## config.mk

```make
export PLATFORM = sky130hd
export DESIGN_NAME = reg_file
export DESIGN_NICKNAME = d
export VERILOG_FILES = /design/src/rtl/reg_file_pkg.sv /design/src/rtl/reg_file_read_port.sv /design/src/rtl/reg_file.sv
export SDC_FILE = /design/constraint.sdc
export NUM_CORES = 2
export LEC_CHECK = 0
export CELL_PAD_IN_SITES_DETAIL_PLACEMENT = 1
export CELL_PAD_IN_SITES_GLOBAL_PLACEMENT = 1
export CORE_UTILIZATION = 48
export DETAILED_ROUTE_END_ITERATION = 8
export PLACE_DENSITY_LB_ADDON = 0.1
export SYNTH_ARGS = -nofsm -noshare
export SYNTH_HDL_FRONTEND = slang
export SYNTH_SLANG_ARGS = --single-unit
```

## constraint.sdc

```tcl
create_clock -name clk -period 2.3 [get_ports clk]
set_input_delay 0.345 -clock clk [delete_from_list [all_inputs] [get_ports clk]]
set_output_delay 0.345 -clock clk [all_outputs]
set_load 0.01 [all_outputs]
```

## src/rtl/reg_file_pkg.sv

```systemverilog
// Shared definitions for the 32x32 general-purpose register file.
// Build option: define REG_FILE_BYPASS_EN to forward same-cycle writes to the read ports.
package reg_file_pkg;

  localparam int DEFAULT_DATA_W = 32;
  localparam int DEFAULT_ADDR_W = 5;
  localparam int NUM_REGS       = 2 ** DEFAULT_ADDR_W;
  localparam int ZERO_REG       = 0;

  typedef logic [DEFAULT_ADDR_W-1:0] reg_addr_t;
  typedef logic [DEFAULT_DATA_W-1:0] reg_data_t;

endpackage

```

## src/rtl/reg_file_read_port.sv

```systemverilog
// One combinational read port: address decode, zero-register override, optional write bypass.
// Build option: REG_FILE_BYPASS_EN adds the forwarding mux and its write-side inputs.
module reg_file_read_port
  import reg_file_pkg::*;
#(
  parameter int DATA_W = DEFAULT_DATA_W,
  parameter int ADDR_W = DEFAULT_ADDR_W
) (
  input  logic [ADDR_W-1:0] rd_reg,
  input  logic [DATA_W-1:0] regs [2**ADDR_W],
  output logic [DATA_W-1:0] rd_data
`ifdef REG_FILE_BYPASS_EN
  ,
  input  logic              reset_b,
  input  logic              reg_write,
  input  logic [ADDR_W-1:0] wr_reg,
  input  logic [DATA_W-1:0] wr_data
`endif
);

  // NOTE: rd_data gets a default before any condition so no latch is inferred.
  always_comb begin
    rd_data = regs[rd_reg];
`ifdef REG_FILE_BYPASS_EN
    if (reset_b && (reg_write == 1'b1) && (wr_reg == rd_reg)) begin
      rd_data = wr_data;
    end
`endif
    // Applied last so neither storage nor bypass can leak through register 0.
    if (rd_reg == ADDR_W'(ZERO_REG)) begin
      rd_data = '0;
    end
  end

endmodule

```

## src/rtl/reg_file.sv

```systemverilog
// Register file: 2**ADDR_W x DATA_W, two combinational reads, one clocked write, r0 fixed at 0.
// Build option: REG_FILE_BYPASS_EN makes a same-cycle write visible on the read ports.
module reg_file
  import reg_file_pkg::*;
#(
  parameter int DATA_W = DEFAULT_DATA_W,
  parameter int ADDR_W = DEFAULT_ADDR_W
) (
  input  logic [ADDR_W-1:0] rd_reg1,
  input  logic [ADDR_W-1:0] rd_reg2,
  input  logic [ADDR_W-1:0] wr_reg,
  input  logic [DATA_W-1:0] wr_data,
  input  logic              reg_write,
  output logic [DATA_W-1:0] rd_data1,
  output logic [DATA_W-1:0] rd_data2,
  input  logic              clk,
  input  logic              reset_b
);

  localparam int DEPTH = 2 ** ADDR_W;

  logic [DATA_W-1:0] mem  [1:DEPTH-1];
  logic [DATA_W-1:0] regs [DEPTH];
  logic              wr_en;

  // An X on reg_write compares unknown, which the if below treats as no write.
  assign wr_en = (reg_write == 1'b1) && (wr_reg != ADDR_W'(ZERO_REG));

  // NOTE: the array is built from flops rather than RAM because every entry must
  // clear asynchronously the moment reset_b falls; a RAM macro cannot do that.
  // NOTE: sequential state uses non-blocking assignments so all flops update together.
  always_ff @(posedge clk or negedge reset_b) begin
    if (!reset_b) begin
      for (int i = 1; i < DEPTH; i++) mem[i] <= '0;
    end else if (wr_en) begin
      mem[wr_reg] <= wr_data;
    end
  end

  always_comb begin
    regs[0] = '0;
    for (int i = 1; i < DEPTH; i++) regs[i] = mem[i];
  end

  reg_file_read_port #(.DATA_W(DATA_W), .ADDR_W(ADDR_W)) u_rd_port1 (
    .rd_reg    (rd_reg1),
    .regs      (regs),
    .rd_data   (rd_data1)
`ifdef REG_FILE_BYPASS_EN
    ,
    .reset_b   (reset_b),
    .reg_write (reg_write),
    .wr_reg    (wr_reg),
    .wr_data   (wr_data)
`endif
  );

  reg_file_read_port #(.DATA_W(DATA_W), .ADDR_W(ADDR_W)) u_rd_port2 (
    .rd_reg    (rd_reg2),
    .regs      (regs),
    .rd_data   (rd_data2)
`ifdef REG_FILE_BYPASS_EN
    ,
    .reset_b   (reset_b),
    .reg_write (reg_write),
    .wr_reg    (wr_reg),
    .wr_data   (wr_data)
`endif
  );

  a_reg_write_known: assert property (@(posedge clk) disable iff (!reset_b) !$isunknown(reg_write));

endmodule

```

==> impl_results.md <==
* Worst Setup Path Type: reg -> out
* Synthesized net count at between 4000 and 5000
* DP Cell Count at ~5800
* Slew margin rel. at 0.601
* Final period utilization at 1.26
* Setup TNS at -33170 ps
* Max Freq at approximately 340 MHz
* Worst-Skew Late Latency at 700 ps
* Mapped cell area at ~53000 µm²
* RSZ-0062 raised after global routing: yes
* Distinct cell type count after synthesis at 30
* IR drop worst, VDD at 0.697 mV
* Die X at about 340 µm
* Worst-path clk slew at 60 ps
* Global-route wire length before repair at approximately 280 mm
* Startpoint Class: register
* Ports at roughly 110
* Arrival time worst endpoint at roughly 2600 ps
* Maximum clock insertion buffer count at 3
* Commonest non-fill, non-tap cell in the layout: dfrtp_1
* Routed vias/inst at 6.46
* Transition time of the tightest slew-check pin at roughly 600 ps
* Row count at approximately 120
* Post-DRT Antenna Nets at 0
* Initial antenna violation count at 2
* Final setup vio count at 64
* Ratio of cells with drive above 1 in the final layout at 0.389
* Largest net degree at the start of global routing at 86
* Overflow left after global routing at 0
* Largest registers: mem (992)
* Clock root buffer master: clkbuf_16
* Commonest cells after routing, fill and taps aside: 992 x dfrtp_1, 632 x mux2i_1, 532 x mux2_1, 524 x mux2_2, 424 x buf_4
* Largest register FFs at just under 1000
* Tmin final at 2900 ps
* Overall routed net length at ~190 mm
* Largest reg by FF count: mem
* Post-Route Skew at 0 ps
* Crit end category: primary output
* Die ar. at 113000 µm²
* Worst min path class: in -> async
* Worst EP required at approximately 2000 ps
* Leakage at between 0.03 and 0.04 µW
* Chip Height at 335 µm
* Sequential area share after synthesis at 0.465
* Hpwl dp at 122 mm
* Pins Over Slew Limit at 0
* Yosys reg bits at 992
* CTS tree: built
* Core ar. at approximately 110000 µm²
* DP Area at between 60000 and 70000 µm²
* Vias in the first global route at ~42000
* CP max FO at 3
* Final Hold Fails at 0
* Hold Slack at ~210 ps
* Syn Area/Cell at 13.3 µm²
* Max cap viols at 0
* Setup WS post-layout at -602 ps
* Post-Layout Cell Count at slightly below 6000
* Clk sinks at slightly below 1000
* Power per cell area at approximately 840 nW/µm²
* Routed len/inst at 31.5 µm
* Via count at between 30000 and 40000
* Failing checks: negative setup slack
* Port Buffers at between 100 and 150
* GPL Wtd Cong at between 0.8 and 0.9
* Initial Util at 0.487
* Core Util, Final at 0.602
* CTS Buf Count at 110
* Mapped Cells at ~4000
* Status: complete, but fails checks
* # DRC at 0
* 1st-iter DRT viols at 2641
* Synth warn at 0
* Layout Nets at about 4400
* Pre-Repair DR Iteration Count at 5
* H-tree levels at 3
* Final Cell Area at between 60000 and 70000 µm²
* Layout area overhead at 23.7%
* GRT Total Usage at 0.337
[Yosys cell counts (all sizes together)]
cell,number,area (µm²)
nand2,21,78.8
inv,1,3.75
a211oi,3,22.5
nand2b,10,62.6
mux2i,632,6330
mux2,1120,12600
nand4b,1,8.76
a221o,64,641
buf,203,1100
nor3,192,961
and2,2,12.5
nand3,5,25.0
and3,1,6.26
or2,2,12.5
a31oi,1,6.26
dfrtp,992,24800
nor2b,14,87.6
clkbuf,231,867
mux4,132,2970
a221oi,124,1090
nor2,14,52.6
or3,1,6.26
o22ai,254,1590
nand4,1,6.26
a21oi,1,5.00
[through the flow]
step                setup WS (ps)  power (µW)
detailed placement          -1090       35200
CTS                          -621       55200
floorplan                    78.9       30300
finish                       -602       55200
global placement            -1100       34600
global route                 -668       57400
[worst max-delay path, stage by stage (launching register included)]
cell and delay (ps):
dfrtp_1 410, mux4_2 470, mux2_4 290, a221oi_4 310, buf_6 160, nor3_4 40
buf_2 160
[final timing paths]
kind / startpoint / end / slack (ps) / cells past startpoint
setup / recovery: mem[759] / rd_data2[23] / -600 / 6
hold / removal: reset_b / mem[348] / 210 / 2
setup reg to reg: mem[622] / mem[622] / 1230 / 3
hold reg to reg: mem[180] / mem[180] / 510 / 1
max in group asynchronous: reset_b / mem[329] / 1130 / 4
min in group clk: mem[180] / mem[180] / 510 / 1
[power by group]
group / internal, µW / leakage (µW) / switching, µW
Clock: 11700 / 0.00198 / 7620
Combinational: 6800 / 0.0157 / 5500
Sequential: 20900 / 0.0127 / 2680
Total: 39400 / 0.0304 / 15800
[final cells by class]
type                       instances  area (µm²)
fill                           10500       43600
sequential                       992       24800
tap                             1476        1850
clock inverter                    47         664
timing repair buffer             693        7090
inverter                           1        3.75
multi-input combinational       2595       28300
clock buffer                     159        3300
antenna                            1        2.50
[cells by family after synthesis]
logic type             count (synthesis)  synth area share
AO/OA/AOI/OAI                        447            0.0628
buffers and inverters                435            0.0369
flip-flops                           992             0.465
multiplexers                        1884             0.411
AND/OR/NAND/NOR                      264            0.0247
[timing repair]
action,in CTS,in global routing
gates resized for setup,511,15
endpoints found under the setup margin,64,64
hold buffers,1,0
setup buffers,14,5
hold endpoints to repair,76,0
pin swaps,101,3
[metal layers]
layer  vias up  GRT usage  part of all wire
met4         0      0.141             0.046
met3       438     0.0422             0.051
met2      1208      0.539              0.47
met5         -          0                 0
li1      16200          -                 -
met1     20700      0.463              0.43
Power figures use the tool's default switching activity.
